`config.mk`:
```
export PLATFORM = sky130hd
export DESIGN_NAME = alu_seq
export DESIGN_NICKNAME = d
export VERILOG_FILES = /design/src/rtl/alu_pkg.sv /design/src/rtl/alu_seq_mul_dp.sv /design/src/rtl/alu_seq.sv
export SDC_FILE = /design/constraint.sdc
export NUM_CORES = 1
export LEC_CHECK = 0
export ABC_AREA = 1
export CAP_MARGIN = 40
export CORE_MARGIN = 8
export CORE_UTILIZATION = 52
export DETAILED_ROUTE_END_ITERATION = 12
export PLACE_DENSITY = 0.8
export SYNTH_ARGS = -nofsm -noshare
export SYNTH_HDL_FRONTEND = slang
export SYNTH_HIERARCHICAL = 1
export SYNTH_SLANG_ARGS = --single-unit
export TNS_END_PERCENT = 20
```
`constraint.sdc`:
```
create_clock -name clk -period 1.9 [get_ports clk]
set_clock_uncertainty 0.1 [all_clocks]
set_input_delay 0.285 -clock clk [delete_from_list [all_inputs] [get_ports clk]]
set_output_delay 0.285 -clock clk [all_outputs]
set_load 0.02 [all_outputs]
```
`src/rtl/alu_pkg.sv`:
```
// Shared types and constants for the ALU command sequencer.
// Function codes are packed {s[0:3], m, ci}, with s[0] in the MSB.
package alu_pkg;

   localparam int DATA_W = 16;

   typedef enum logic [2:0] {
      OP_ADD = 3'd0,
      OP_SUB = 3'd1,
      OP_AND = 3'd2,
      OP_OR  = 3'd3,
      OP_XOR = 3'd4,
      OP_MUL = 3'd5
   } op_e;

   typedef enum logic [1:0] {
      ST_IDLE,
      ST_EXEC,
      ST_MUL_IT,
      ST_RESP
   } state_e;

   localparam logic [5:0] FC_ADD   = 6'b1001_0_1;
   localparam logic [5:0] FC_SUB   = 6'b0110_0_0;
   localparam logic [5:0] FC_AND   = 6'b1101_1_1;
   localparam logic [5:0] FC_OR    = 6'b0111_1_1;
   localparam logic [5:0] FC_XOR   = 6'b0110_1_1;
   localparam logic [5:0] FC_RESET = 6'b0000_0_1;

   function automatic logic [5:0] fc_of(input logic [2:0] op);
      logic [5:0] fc;
      fc = FC_ADD;
      case (op)
         OP_SUB:  fc = FC_SUB;
         OP_AND:  fc = FC_AND;
         OP_OR:   fc = FC_OR;
         OP_XOR:  fc = FC_XOR;
         default: fc = FC_ADD;
      endcase
      return fc;
   endfunction

   function automatic logic is_logic_op(input logic [2:0] op);
      return (op == OP_AND) || (op == OP_OR) || (op == OP_XOR);
   endfunction

endpackage

```
`src/rtl/alu_seq_mul_dp.sv`:
```
// Shift-add multiply datapath: accumulator, shifted multiplicand,
// consumed multiplier and iteration counter. The adder itself is the external ALU.
module alu_seq_mul_dp
   import alu_pkg::*;
#(
   parameter int MUL_ITERS = 16
) (
   input  logic              clk,
   input  logic              rst_n,
   input  logic              load,
   input  logic              step,
   input  logic [DATA_W-1:0] a,
   input  logic [DATA_W-1:0] b,
   input  logic [DATA_W-1:0] alu_y,
   output logic [DATA_W-1:0] acc,
   output logic [DATA_W-1:0] mcand,
   output logic [DATA_W-1:0] acc_next,
   output logic              done
);

   localparam int CNT_W = (MUL_ITERS > 1) ? $clog2(MUL_ITERS) : 1;

   logic [DATA_W-1:0] acc_reg;
   logic [DATA_W-1:0] mcand_reg;
   logic [DATA_W-1:0] mplier_reg;
   logic [CNT_W-1:0]  cnt_reg;

   // ALU is driven with acc + mcand; only keep the sum when the multiplier bit is set
   assign acc_next = mplier_reg[0] ? alu_y : acc_reg;
   assign done     = (cnt_reg == CNT_W'(MUL_ITERS - 1));
   assign acc      = acc_reg;
   assign mcand    = mcand_reg;

   always_ff @(posedge clk) begin
      if (!rst_n) begin
         acc_reg    <= '0;
         mcand_reg  <= '0;
         mplier_reg <= '0;
         cnt_reg    <= '0;
      end else if (load) begin
         acc_reg    <= '0;
         mcand_reg  <= a;
         mplier_reg <= b;
         cnt_reg    <= '0;
      end else if (step) begin
         acc_reg    <= acc_next;
         mcand_reg  <= mcand_reg << 1;
         mplier_reg <= mplier_reg >> 1;
         cnt_reg    <= cnt_reg + CNT_W'(1);
      end
   end

endmodule

```
`src/rtl/alu_seq.sv`:
```
// Command sequencer driving an external 74181-style 16-bit ALU.
// One command at a time in, one registered response out; MUL iterates on the ALU adder.
module alu_seq
   import alu_pkg::*;
#(
   parameter int MUL_ITERS = 16
) (
   input  logic              clk,
   input  logic              rst_n,
   input  logic              cmd_valid,
   output logic              cmd_ready,
   input  logic [2:0]        cmd_op,
   input  logic [DATA_W-1:0] cmd_a,
   input  logic [DATA_W-1:0] cmd_b,
   output logic              rsp_valid,
   input  logic              rsp_ready,
   output logic [DATA_W-1:0] rsp_y,
   output logic              rsp_carry,
   output logic              rsp_zero,
   output logic              rsp_err,
   output logic [0:3]        alu_s,
   output logic              alu_m,
   output logic              alu_ci,
   output logic [0:DATA_W-1] alu_a,
   output logic [0:DATA_W-1] alu_b,
   input  logic [0:DATA_W-1] alu_y,
   input  logic              alu_co
);

   state_e            state_reg;
   logic [2:0]        op_reg;
   logic [DATA_W-1:0] opa_reg;
   logic [DATA_W-1:0] opb_reg;
   logic [5:0]        fc_reg;
   logic [DATA_W-1:0] y_reg;
   logic              carry_reg;
   logic              err_reg;

   logic [DATA_W-1:0] y_vec;
   logic [DATA_W-1:0] alu_a_vec;
   logic [DATA_W-1:0] alu_b_vec;
   logic [DATA_W-1:0] acc;
   logic [DATA_W-1:0] mcand;
   logic [DATA_W-1:0] acc_next;
   logic              mul_load;
   logic              mul_step;
   logic              mul_done;

   // ALU buses use ascending ranges; map bit i of a word to ALU index i explicitly
   generate
      for (genvar gi = 0; gi < DATA_W; gi++) begin : g_bitmap
         assign alu_a[gi] = alu_a_vec[gi];
         assign alu_b[gi] = alu_b_vec[gi];
         assign y_vec[gi] = alu_y[gi];
      end
   endgenerate

   assign alu_a_vec = (state_reg == ST_MUL_IT) ? acc   : opa_reg;
   assign alu_b_vec = (state_reg == ST_MUL_IT) ? mcand : opb_reg;
   assign {alu_s, alu_m, alu_ci} = fc_reg;

   assign cmd_ready = (state_reg == ST_IDLE);
   assign rsp_valid = (state_reg == ST_RESP);
   assign rsp_y     = y_reg;
   assign rsp_carry = carry_reg;
   assign rsp_zero  = (y_reg == '0);
   assign rsp_err   = err_reg;

   assign mul_load = (state_reg == ST_IDLE) && cmd_valid && (cmd_op == OP_MUL);
   assign mul_step = (state_reg == ST_MUL_IT);

   alu_seq_mul_dp #(
      .MUL_ITERS (MUL_ITERS)
   ) u_mul_dp (
      .clk      (clk),
      .rst_n    (rst_n),
      .load     (mul_load),
      .step     (mul_step),
      .a        (cmd_a),
      .b        (cmd_b),
      .alu_y    (y_vec),
      .acc      (acc),
      .mcand    (mcand),
      .acc_next (acc_next),
      .done     (mul_done)
   );

   always_ff @(posedge clk) begin
      if (!rst_n) begin
         state_reg <= ST_IDLE;
         op_reg    <= '0;
         opa_reg   <= '0;
         opb_reg   <= '0;
         fc_reg    <= FC_RESET;
         y_reg     <= '0;
         carry_reg <= 1'b0;
         err_reg   <= 1'b0;
      end else begin
         case (state_reg)
            ST_IDLE: begin
               if (cmd_valid) begin
                  op_reg <= cmd_op;
                  case (cmd_op)
                     OP_ADD, OP_SUB, OP_AND, OP_OR, OP_XOR: begin
                        opa_reg   <= cmd_a;
                        opb_reg   <= cmd_b;
                        fc_reg    <= fc_of(cmd_op);
                        state_reg <= ST_EXEC;
                     end
                     OP_MUL: begin
                        fc_reg    <= FC_ADD;
                        state_reg <= ST_MUL_IT;
                     end
                     default: begin
                        // illegal opcode: answer immediately, ALU untouched
                        y_reg     <= '0;
                        carry_reg <= 1'b0;
                        err_reg   <= 1'b1;
                        state_reg <= ST_RESP;
                     end
                  endcase
               end
            end
            ST_EXEC: begin
               y_reg     <= y_vec;
               carry_reg <= is_logic_op(op_reg) ? 1'b0 : alu_co;
               err_reg   <= 1'b0;
               state_reg <= ST_RESP;
            end
            ST_MUL_IT: begin
               if (mul_done) begin
                  y_reg     <= acc_next;
                  carry_reg <= 1'b0;
                  err_reg   <= 1'b0;
                  state_reg <= ST_RESP;
               end
            end
            ST_RESP: begin
               if (rsp_ready) begin
                  state_reg <= ST_IDLE;
               end
            end
            default: state_reg <= ST_IDLE;
         endcase
      end
   end

endmodule

```
==> flow_metrics.env <==
export IMPL_status="finished with violations"
export IMPL_violations="negative setup slack"
export IMPL_power_density_nw_per_um2=1360
export IMPL_die_y_um=121
export IMPL_finalMaxSlewViolations=0
export IMPL_cpPeakStageDelay_ps=320
export IMPL_place_hpwl_mm=12.0
export IMPL_crit_cells=6
export IMPL_critPathCaptureType="output pin"
export IMPL_grt_usage=0.246
export IMPL_clk_pin_slew_worst_paths_ps=60
export IMPL_avgSynthCellArea_um2=6.99
export IMPL_top_level_ports=115
export IMPL_use_met3=0.0544
export IMPL_synth_fp_nets=890
export IMPL_clk_latency_ps=510
export IMPL_grt_pass1_wl_mm=29.0
export IMPL_yosys_warnings=6
export IMPL_slew_headroom=0.727
export IMPL_power_uw=10700
export IMPL_drive_above_1_share=0.228
export IMPL_ir_drop_uv=1040
export IMPL_arrival_ps=1800
export IMPL_fin_setup_tns_ps=-7700
export IMPL_core_area_um2=10800
export IMPL_nFillCells=855
export IMPL_dp_slack_ps=-166
export IMPL_final_cells=1115
export IMPL_die_area_um2=14800
export IMPL_drt_wl_total_mm=18.4
export IMPL_vias=5959
export IMPL_start_util=0.534
export IMPL_pwr_share_seq=0.296
export IMPL_ys_seq_area_frac=0.391
export IMPL_final_cell_area_um2=7900
export IMPL_required_ps=1510
export IMPL_syn_cell_area_um2=5780
export IMPL_netlist_area_leader_share=0.391
export IMPL_crit_family="buffers and inverters"
export IMPL_ys_seq_elements=113
export IMPL_gp_congestion=0.874
export IMPL_synthDistinctLibCells=30
export IMPL_max_slew_worst_pin_slew_ps=410
export IMPL_setup_ws_ps=-288
export IMPL_synthCells=828
export IMPL_diodes=0
export IMPL_grt_max_degree=52
export IMPL_antenna_left=0
export IMPL_reg2regPathDepth=11
export IMPL_cts_sinks=113
export IMPL_grt_antenna_before_repair=0
export IMPL_p_sw_uw=4250
export IMPL_met2_usage=0.416
export IMPL_setup_viol=35
export IMPL_via_per_inst=5.34
export IMPL_placed_area_um2=7160
export IMPL_yosysTopAreaCell="dfxtp_1"
export IMPL_grt_busiest_layer="met2"
export IMPL_power_frac_comb=0.440
export IMPL_cp_start_kind="flop"
export IMPL_critPathKind="reg2out"
export IMPL_critPathMostFrequentCell="buf_6"
export IMPL_nets=1024
export IMPL_grt_util_met1=0.284
export IMPL_clockRootBuffer="clkbuf_8"
export IMPL_fin_crit_sh=1.15
export IMPL_cp_buffers_inverters=4
export IMPL_overflow=0
export IMPL_numCtsBuffers=17
export IMPL_sw_frac_of_total=0.396
export IMPL_cts_hold_fix_buffers=0
export IMPL_cp_max_fo=7
export IMPL_hold_path_class="in2reg"
export IMPL_clock_path_buffers=2
export IMPL_dr_pass1_iters=5
export IMPL_h_tree_depth=4
export IMPL_slowest_stage="dfxtp_2"
export IMPL_fin_crit_ps=2190
export IMPL_crit_path_cell_trace="inv_2 -> ha_4 -> buf_12 -> buf_6 -> mux2_4 -> buf_6"
export IMPL_p_clk_frac=0.264
export IMPL_die_x_um=121
export IMPL_drc=0
export IMPL_power_static_leakage_uw=0.00385
export IMPL_rsz0062_at_grt="true"
export IMPL_placement_io_buffers=114
export IMPL_cts_tree="built"
export IMPL_p_int_uw=6470
export IMPL_holdPathStages=3
export IMPL_cap_violations=0
export IMPL_dp_cells=1075
export IMPL_drt_iter0_drc=511
export IMPL_clock_fmax_mhz=457
export IMPL_wire_per_inst_um=16.5
export IMPL_yosys_top_cells_area="dfxtp_1, nand2_1, mux2_2, nor2_1, nand3_1"
export IMPL_rows=38
export IMPL_hold_viol_final=0
export IMPL_area_growth_pct=36.5
export IMPL_grt_pass1_vias=5822
==> per-stage QoR <==
step | utilization | hold slack [ps]
after floorplan | - | 313
after global placement | 0.661 | 349
after detailed placement | 0.661 | 354
after CTS | 0.719 | 77.9
after global routing | 0.729 | 110
final | 0.729 | 111
==> final timing paths <==
check | start | end | slack [ps]
setup / recovery | state_reg[0] | alu_b[1] | -290
hold / removal | rst_n | u_mul_dp/mcand[15] | 110
setup reg to reg | state_reg[0] | opa_reg[0] | -30
hold reg to reg | u_mul_dp/mplier_reg[15] | u_mul_dp/mplier_reg[15] | 370
==> routing by layer <==
metal / up-vias / routed length, µm
li1: 2876 / -
met1: 2772 / 7380
met2: 257 / 9030
met3: 54 / 1270
met4: 0 / 744
met5: - / 0
==> cells in the final DEF (no fill, tap or decap), drive strengths merged <==
cell type,Yosys,final
buf,41,84
clkbuf,8,18
nand2,247,247
inv,73,76
o21bai,1,1
nand4,2,2
dlymetal6s2s,0,6
and3,1,1
a21oi,36,36
or2,2,2
o21ai,73,73
nor2,129,129
clkdlybuf4s50,0,71
dlygate4sd2,0,2
clkinvlp,0,5
nor3,2,2
clkinv,0,7
mux2,32,32
nand3,62,62
ha,6,6
dfxtp,113,113
==> worst register-to-register path: cells and delay by family (launching register included) <==
family	cells	cell delay (ps)
compound gates	2	320
fa+ha+maj	1	150
buf+inv	6	700
flops	1	320
simple gates	2	250
==> power by group through the flow <==
stage / Sequential (µW) / Clock (µW) / Combinational (µW)
floorplan: 3240 / 0 / 2620
global placement: 3200 / 0 / 4260
detailed placement: 3200 / 0 / 4330
CTS: 3160 / 2840 / 4580
global route: 3220 / 2960 / 5110
finish: 3170 / 2830 / 4720
==> what timing repair did <==
item                       in CTS  in global routing
resized for setup             179                 55
pin swaps                       4                  4
setup endpoints to repair      36                139
setup buffers                   8                  1
cloned                          3                  0
==> Yosys cell counts, drive strengths merged <==
cell	count
o21bai	1
buf	41
o21ai	73
nor2	129
mux2	32
nand2	247
a21oi	36
ha	6
inv	73
nand4	2
clkbuf	8
nand3	62
dfxtp	113
or2	2
nor3	2
and3	1
==> area by class of cell <==
cell class / count / area, µm² / share of cell area
multi-input combinational: 593 / 3060 / 0.388
sequential: 113 / 2260 / 0.287
timing repair buffer: 164 / 1580 / 0.200
clock buffer: 17 / 414 / 0.0524
inverter: 73 / 287 / 0.0363
tap: 140 / 175 / 0.0222
clock inverter: 15 / 114 / 0.0144
==> kinds of logic after synthesis <==
family / synth area share
AOI/OAI and AO/OA: 0.0976
adders and majority gates: 0.0130
buffers and inverters: 0.105
DFF: 0.391
muxes: 0.0623
and+or+nand+nor: 0.331
(Power assumes the default switching activity.)
